### src/rtl/tetris_input_ctrl_if.sv
// Input-conditioning bus for tetris_input_ctrl: raw joystick/button inputs,
// the game_over gate from the grid core, and the four clean move levels.
interface tetris_input_ctrl_if #(
  parameter int ADC_W = 12
);
  logic [ADC_W-1:0] adc_value;
  logic             adc_valid;
  logic             key_rotate_n;
  logic             key_drop_n;
  logic             game_over;
  logic             move_left;
  logic             move_right;
  logic             move_down;
  logic             rotate;

  // Producer side: drives raw inputs, consumes the move levels.
  modport master (
    output adc_value, adc_valid, key_rotate_n, key_drop_n, game_over,
    input  move_left, move_right, move_down, rotate
  );

  // Conditioning block side.
  modport slave (
    input  adc_value, adc_valid, key_rotate_n, key_drop_n, game_over,
    output move_left, move_right, move_down, rotate
  );
endinterface

### src/rtl/tetris_input_ctrl.sv
// tetris_input_ctrl: conditions the joystick ADC sample and the two raw
// push-buttons into clean move_left/move_right/move_down/rotate levels.
//  - buttons: 2-flop synchroniser plus counter debounce (DEBOUNCE_CYC cycles)
//  - joystick: hysteretic CENTER/LEFT/RIGHT FSM, advanced only on adc_valid
//  - all outputs gated low while game_over is high
// Optional build macro TETRIS_INPUT_ADC_WATCHDOG_EN: forces the joystick back
// to CENTER when no adc_valid has arrived for STALE_CYC cycles.
module tetris_input_ctrl #(
  parameter int ADC_W        = 12,
  parameter int LEFT_TH      = 1024,
  parameter int RIGHT_TH     = 3072,
  parameter int HYST         = 128,
  parameter int DEBOUNCE_CYC = 1_000_000,
  parameter int STALE_CYC    = 5_000_000
) (
  input logic               clk,
  input logic               reset_n,
  tetris_input_ctrl_if.slave ctrl
);

  localparam int DB_W = $clog2(DEBOUNCE_CYC + 1);

  // Thresholds widened by one bit so LEFT_TH+HYST cannot wrap.
  localparam logic [ADC_W:0] LEFT_LO  = (ADC_W+1)'(LEFT_TH);
  localparam logic [ADC_W:0] LEFT_HI  = (ADC_W+1)'(LEFT_TH + HYST);
  localparam logic [ADC_W:0] RIGHT_HI = (ADC_W+1)'(RIGHT_TH);
  localparam logic [ADC_W:0] RIGHT_LO = (ADC_W+1)'(RIGHT_TH - HYST);

  typedef enum logic [1:0] {
    JOY_CENTER = 2'd0,
    JOY_LEFT   = 2'd1,
    JOY_RIGHT  = 2'd2
  } joy_state_t;

  // Bit 0 = rotate key, bit 1 = drop key; both active-low, 1 = released.
  logic [1:0]      key_raw;
  logic [1:0]      key_p0;
  logic [1:0]      key_p1;
  logic [1:0]      key_stable;
  logic [DB_W-1:0] db_cnt [2];

  joy_state_t      joy_state;
  joy_state_t      joy_next;
  logic [ADC_W:0]  adc_x;
  logic            stale;

  logic            left_q;
  logic            right_q;
  logic            down_q;
  logic            rot_q;

  assign key_raw = {ctrl.key_drop_n, ctrl.key_rotate_n};
  assign adc_x   = {1'b0, ctrl.adc_value};

  // Synchronise both keys and accept a change only after it has held for
  // DEBOUNCE_CYC consecutive cycles; any return to the stable level restarts.
  always_ff @(posedge clk) begin
    if (!reset_n) begin
      key_p0     <= 2'b11;
      key_p1     <= 2'b11;
      key_stable <= 2'b11;
      db_cnt[0]  <= '0;
      db_cnt[1]  <= '0;
    end else begin
      key_p0 <= key_raw;
      key_p1 <= key_p0;
      for (int k = 0; k < 2; k++) begin
        if (key_p1[k] == key_stable[k]) begin
          db_cnt[k] <= '0;
        end else if (db_cnt[k] == DB_W'(DEBOUNCE_CYC - 1)) begin
          key_stable[k] <= key_p1[k];
          db_cnt[k]     <= '0;
        end else begin
          db_cnt[k] <= db_cnt[k] + 1'b1;
        end
      end
    end
  end

`ifdef TETRIS_INPUT_ADC_WATCHDOG_EN
  localparam int WD_W = $clog2(STALE_CYC + 1);

  logic [WD_W-1:0] wd_cnt;

  assign stale = (wd_cnt == WD_W'(STALE_CYC - 1));

  // Cycles since the last ADC sample; saturates at the timeout value.
  always_ff @(posedge clk) begin
    if (!reset_n) begin
      wd_cnt <= '0;
    end else if (ctrl.adc_valid) begin
      wd_cnt <= '0;
    end else if (!stale) begin
      wd_cnt <= wd_cnt + 1'b1;
    end
  end
`else
  // Without the watchdog the joystick state never goes stale; STALE_CYC is
  // kept only so both builds share one parameter list.
  assign stale = 1'b0 & (STALE_CYC != 0);
`endif

  // Joystick state register.
  always_ff @(posedge clk) begin
    if (!reset_n) begin
      joy_state <= JOY_CENTER;
    end else begin
      joy_state <= joy_next;
    end
  end

  // Hysteretic next-state: enter LEFT/RIGHT at the thresholds, return to
  // CENTER only once the sample is HYST inside; a fresh sample beats timeout.
  always_comb begin
    joy_next = joy_state;
    if (ctrl.adc_valid) begin
      unique case (joy_state)
        JOY_CENTER: begin
          if (adc_x < LEFT_LO)       joy_next = JOY_LEFT;
          else if (adc_x > RIGHT_HI) joy_next = JOY_RIGHT;
        end
        JOY_LEFT: begin
          if (adc_x > RIGHT_HI)      joy_next = JOY_RIGHT;
          else if (adc_x >= LEFT_HI) joy_next = JOY_CENTER;
        end
        JOY_RIGHT: begin
          if (adc_x < LEFT_LO)        joy_next = JOY_LEFT;
          else if (adc_x <= RIGHT_LO) joy_next = JOY_CENTER;
        end
        default: joy_next = JOY_CENTER;
      endcase
    end else if (stale) begin
      joy_next = JOY_CENTER;
    end
  end

  // Registered, game_over-gated output levels.
  always_ff @(posedge clk) begin
    if (!reset_n) begin
      left_q  <= 1'b0;
      right_q <= 1'b0;
      down_q  <= 1'b0;
      rot_q   <= 1'b0;
    end else begin
      left_q  <= (joy_state == JOY_LEFT)  & ~ctrl.game_over;
      right_q <= (joy_state == JOY_RIGHT) & ~ctrl.game_over;
      down_q  <= ~key_stable[1] & ~ctrl.game_over;
      rot_q   <= ~key_stable[0] & ~ctrl.game_over;
    end
  end

  assign ctrl.move_left  = left_q;
  assign ctrl.move_right = right_q;
  assign ctrl.move_down  = down_q;
  assign ctrl.rotate     = rot_q;

endmodule

### src/flat_wrapper.sv
// flat-port wrapper written by rule: the top's interface ports become plain ports
module tetris_input_ctrl_flat 
#(
  parameter int ADC_W        = 12,
  parameter int LEFT_TH      = 1024,
  parameter int RIGHT_TH     = 3072,
  parameter int HYST         = 128,
  parameter int DEBOUNCE_CYC = 1_000_000,
  parameter int STALE_CYC    = 5_000_000
)
  (clk, reset_n, ctrl_adc_value, ctrl_adc_valid, ctrl_key_rotate_n, ctrl_key_drop_n, ctrl_game_over, ctrl_move_left, ctrl_move_right, ctrl_move_down, ctrl_rotate);
  tetris_input_ctrl_if #(.ADC_W(ADC_W)) ctrl_i ();
  input logic clk;
  input logic reset_n;
  input wire logic [$bits(ctrl_i.adc_value)-1:0] ctrl_adc_value;
  input wire logic [$bits(ctrl_i.adc_valid)-1:0] ctrl_adc_valid;
  input wire logic [$bits(ctrl_i.key_rotate_n)-1:0] ctrl_key_rotate_n;
  input wire logic [$bits(ctrl_i.key_drop_n)-1:0] ctrl_key_drop_n;
  input wire logic [$bits(ctrl_i.game_over)-1:0] ctrl_game_over;
  output wire logic [$bits(ctrl_i.move_left)-1:0] ctrl_move_left;
  output wire logic [$bits(ctrl_i.move_right)-1:0] ctrl_move_right;
  output wire logic [$bits(ctrl_i.move_down)-1:0] ctrl_move_down;
  output wire logic [$bits(ctrl_i.rotate)-1:0] ctrl_rotate;
  assign ctrl_i.adc_value = ctrl_adc_value;
  assign ctrl_i.adc_valid = ctrl_adc_valid;
  assign ctrl_i.key_rotate_n = ctrl_key_rotate_n;
  assign ctrl_i.key_drop_n = ctrl_key_drop_n;
  assign ctrl_i.game_over = ctrl_game_over;
  assign ctrl_move_left = ctrl_i.move_left;
  assign ctrl_move_right = ctrl_i.move_right;
  assign ctrl_move_down = ctrl_i.move_down;
  assign ctrl_rotate = ctrl_i.rotate;
  tetris_input_ctrl #(.ADC_W(ADC_W), .LEFT_TH(LEFT_TH), .RIGHT_TH(RIGHT_TH), .HYST(HYST), .DEBOUNCE_CYC(DEBOUNCE_CYC), .STALE_CYC(STALE_CYC)) u_core (.clk(clk), .reset_n(reset_n), .ctrl(ctrl_i));
endmodule
### config.mk
export PLATFORM = sky130hd
export DESIGN_NAME = tetris_input_ctrl_flat
export DESIGN_NICKNAME = d
export VERILOG_FILES = /design/src/rtl/tetris_input_ctrl_if.sv /design/src/rtl/tetris_input_ctrl.sv /design/src/flat_wrapper.sv
export SDC_FILE = /design/constraint.sdc
export NUM_CORES = 1
export LEC_CHECK = 0
export BUFFER_PORTS_ARGS = -buffer_cell sky130_fd_sc_hd__buf_4
export CAP_MARGIN = 20
export CORE_MARGIN = 4
export CORE_UTILIZATION = 55
export CTS_CLUSTER_SIZE = 16
export DETAILED_ROUTE_END_ITERATION = 8
export HOLD_SLACK_MARGIN = 0.02
export PLACE_DENSITY = 0.74
export SLEW_MARGIN = 40
export SYNTH_ARGS = -nofsm -noshare
export SYNTH_HDL_FRONTEND = slang
export SYNTH_SLANG_ARGS = --single-unit
### constraint.sdc
create_clock -name clk -period 4.8 [get_ports clk]
set_input_delay 0.48 -clock clk [delete_from_list [all_inputs] [get_ports clk]]
set_output_delay 0.48 -clock clk [all_outputs]
set_load 0.03 [all_outputs]
After elaboration in Yosys (flattened, before gate mapping)
Memory sizes are Yosys's and may differ from the RTL's.
Index checks and enable logic that the tools add are counted.
{ "totals": {"register_bits": 12, "latchBits": 0, "ramBits": 40, "romBits": 0, "inputBits": 18, "out_inout_bits": 4, "elab_cells": 80, "mem_count": 1} }
{ "classes": {"add_sub_neg": 2, "n_mul": 0, "div_mod_pow": 0, "magnitude_cmp": 4, "n_eq_ne": 9, "n_shift": 0, "n_mux": 36, "bitwise": 15, "n_reduce_logical": 4} }
{ "mem_list": {"columns": ["memory", "depth", "word_bits", "rd", "rd_ports_with_merged_regs", "write_ports", "line_no", "text"], "rows": [
  ["u_core.db_cnt", 2, 20, 2, 0, 2, "tetris_input_ctrl.sv:40", "logic [DB_W-1:0] db_cnt [2];"]
]} }
{ "op_table": {"columns": ["operator", "count"], "rows": [
  ["$mux 20", 6],
  ["$add 20x1->20 const B", 2],
  ["$eq 20x20->1 const B", 2],
  ["$mux 1", 23],
  ["$ge 12x11->1 const B", 1],
  ["$gt 12x12->1 const B", 1],
  ["$le 12x12->1 const B", 1],
  ["$lt 12x11->1 const B", 1],
  ["$mux 2", 6],
  ["$ne 3x1->1 const B", 3],
  ["$or 1x1->1", 6],
  ["$pmux 2 s3", 1],
  ["$not 1->1", 5],
  ["$and 1x1->1", 4],
  ["$reduce_and 2->1", 2],
  ["$reduce_and 4->1", 1],
  ["$eq 1x1->1", 2],
  ["$eq 2x1->1 const B", 1],
  ["$eq 2x2->1 const B", 1],
  ["$logic_not 2->1", 1]
]} }

Logic depth before layout (Yosys ltp)
An unclocked memory read counts as a cell.
{ "logic_depth": {"depth_word": 8, "depth_mapped": 6, "depth_no_buf": 5} }

Least setup slack after synthesis
Ideal clock, no wire load.
{ "synth_path": {"path_type": "reg2reg", "start": "memory u_core.db_cnt[1][0] in the netlist's numbering", "end": "memory u_core.db_cnt[1][18] in the netlist's numbering, data pin", "setup_ns": 0.147, "t_arrival_ns": 1.878, "t_required_ns": 4.653, "path_slack_ns": 2.775, "path_stages_with_launch": 7, "n_path_buf": 1, "period_less_slack_ns": 2.025, "cell_sequence": "edfxtp_1 -> ha_1 -> nand2_1 -> or4_1 -> buf_2 -> or4_1 -> a21oi_1"} }
{ "synth_lines": {"columns": ["element", "line_no"], "rows": [
  ["from (decl)", "tetris_input_ctrl.sv:40"]
]} }

==> impl_metrics.ini <==
[synthesis]
synth_enable_flop_cells = 40
synthDistinctLibCells = 40
async_flop_share = 0
synth_seq_area_share = 0.534
synth_area_um2 = 2700
ys_warn_count = 0
synth_top_area_cell = edfxtp_1
postSynthRegisterBits = 52
synth_cells = 260
avgSynthCellArea_um2 = 10.4
synth_common_cells = edfxtp_1 (40), nor2_1 (31), xor2_1 (16), nand2_1 (15)
synth_most_common_cell = edfxtp_1
synth_area_leaders = edfxtp_1 (45%), dfxtp_1 (8.9%), xor2_1 (5.2%)
ys.flop_type = edfxtp_1
synth_top_area_share = 0.445

[timing]
hold_violations = 0
setup_slack_ns = 2.58
setup_viol = 0
tightest_slew_ns = 0.565
setup_tns_ns = 0
finalMaxSlewViolations = 0
finalClockSkew_ns = 0.00408
fin_crit_sh = 0.462
maxSlewHeadroom = 0.618
fmax_mhz = 451
rsz0062_at_grt = false
min_period_ns = 2.22

[global_routing]
grt_max_degree = 21
grt_pass1_wl_mm = 8.16
grt_pass1_vias = 1945
grt_usage = 0.166
grt.overflow.total = 0
antenna_found_initial = 0

[floorplan]
ios = 22
die_area_um2 = 6090
initial_core_util = 0.571
core_um2 = 4720
die_w_um = 78.0
chipHeight_um = 78.0
row_count = 25

[cts]
cts_buffers = 5
cts_resized = 0
htreeDepth = 2
post-cts-setup-buffers = 0
cts_hold_buf = 0
cts.sink_count = 52
clk_latency_ns = 0.30
cts_tree = built
cts.path.max_buffers = 2
cts_root_buf = clkbuf_8
clk_pin_slew_ns = 0.09

[worst_setup_path]
r2r_slack_ns = 2.58
cp_data_arrival_time_ns = 2.38
worst_setup_path_end_kind = flip-flop
required_ns = 4.96
cp-start-kind = flip-flop
path_class = flip-flop to flip-flop
path_max_fanout = 8

[layout]
syn2layout_area_growth_pct = 16.9
final_nets = 339
drive_above_1_share = 0.109
fin_util = 0.668
nFillCells = 400
final_area_um2 = 3150
antenna_cells = 0

[detailed_routing]
drtAntennaViolNets = 0
viasPerCell = 5.26
drt_iter0_markers = 101
wl_per_cell_um = 12.2
first_pass_iters = 4
drt_wl_total_mm = 4.71
vias = 2037
drc = 0

[power]
ir_worst_vdd_uv = 185
p_leak_nw = 1.10
power_density_nw_per_um2 = 257
p_total_w = 0.000811

[place]
place_area_um2 = 3060
place_ws_ns = 2.61
numPortBuffers = 21
place.gp.congestion = 0.835
hpwl_mm = 3.51

[run_status]
outcome = finished, final reports clean

[worst_hold_path]
hold_class = input pin to flip-flop

[flow_run]
cap_violations = 0
==> where the power goes <==
group          total (W)  switching, W  internal [W]
logic          0.0000499     0.0000261     0.0000238
registers       0.000519     0.0000186      0.000501
clock network   0.000242      0.000140      0.000102
==> cell usage in the layout, fill, tap and decap left out, drive strengths merged, types with 12 or more instances in the layout <==
| cell | Yosys | routed |
|---|---|---|
| a21oi | 13 | 13 |
| buf | 2 | 22 |
| conb | 1 | 40 |
| dfxtp | 12 | 12 |
| edfxtp | 40 | 40 |
| nand2 | 15 | 15 |
| nand3 | 14 | 14 |
| nand4 | 13 | 13 |
| nor2 | 31 | 31 |
| xor2 | 16 | 16 |
==> worst max-delay path, cell delays in order, from the launching register on <==
cell	delay [ns]
edfxtp_1	0.45
ha_1	0.29
nand2_1	0.12
or4_1	0.63
or4_1	0.44
a21oi_1	0.15
==> final timing paths <==
check                      start                    to  depth (start not counted)
min              ctrl_key_drop_n      u_core.key_p0[1]                          2
max          u_core.db_cnt[1][0]  u_core.db_cnt[1][18]                          5
max reg2reg  u_core.db_cnt[1][0]  u_core.db_cnt[1][18]                          5
min reg2reg     u_core.key_p0[0]      u_core.key_p1[0]                          1
==> layout make-up <==
type / count / area, µm² / share of cell area
sequential: 52 / 1440 / 0.457
clock inverter: 3 / 18.8 / 0.00595
clock buffer: 5 / 68.8 / 0.0218
tap: 67 / 83.8 / 0.0266
timing repair buffer: 22 / 165 / 0.0524
inverter: 7 / 26.3 / 0.00833
multi-input combinational: 231 / 1350 / 0.428
==> through the flow <==
stage | instances | hold slack, ns
after global placement | 379 | 0.393
after detailed placement | 379 | 0.394
after floorplan | 299 | 0.386
after CTS | 387 | 0.344
after global routing | 387 | 0.360
final | 387 | 0.356
==> logic make-up (layout without fill, tap and decap cells) <==
group / count (synthesis) / in the layout / share of synthesized area
flops: 52 / 52 / 0.534
compound gates: 40 / 40 / 0.0965
buf+inv: 16 / 37 / 0.0232
other cells: 1 / 40 / 0.00139
xor+xnor: 25 / 25 / 0.0812
fa+ha+maj: 2 / 2 / 0.00927
simple gates: 124 / 124 / 0.254
==> registers in the layout, indices dropped and copies added, names as in the netlist <==
name,count
u_core.db_cnt,40
u_core.joy_state,2
u_core.key_p0,2
u_core.key_p1,2
u_core.key_stable,2
u_core.ctrl.move_down,1
u_core.ctrl.move_left,1
u_core.ctrl.move_right,1
u_core.ctrl.rotate,1
==> layer usage <==
layer	track usage	routed length (µm)
met2	0.284	2390
met1	0.198	2170
met4	0.0734	62
met3	0.0401	93
met5	0	0
(Power assumes the default switching activity.)
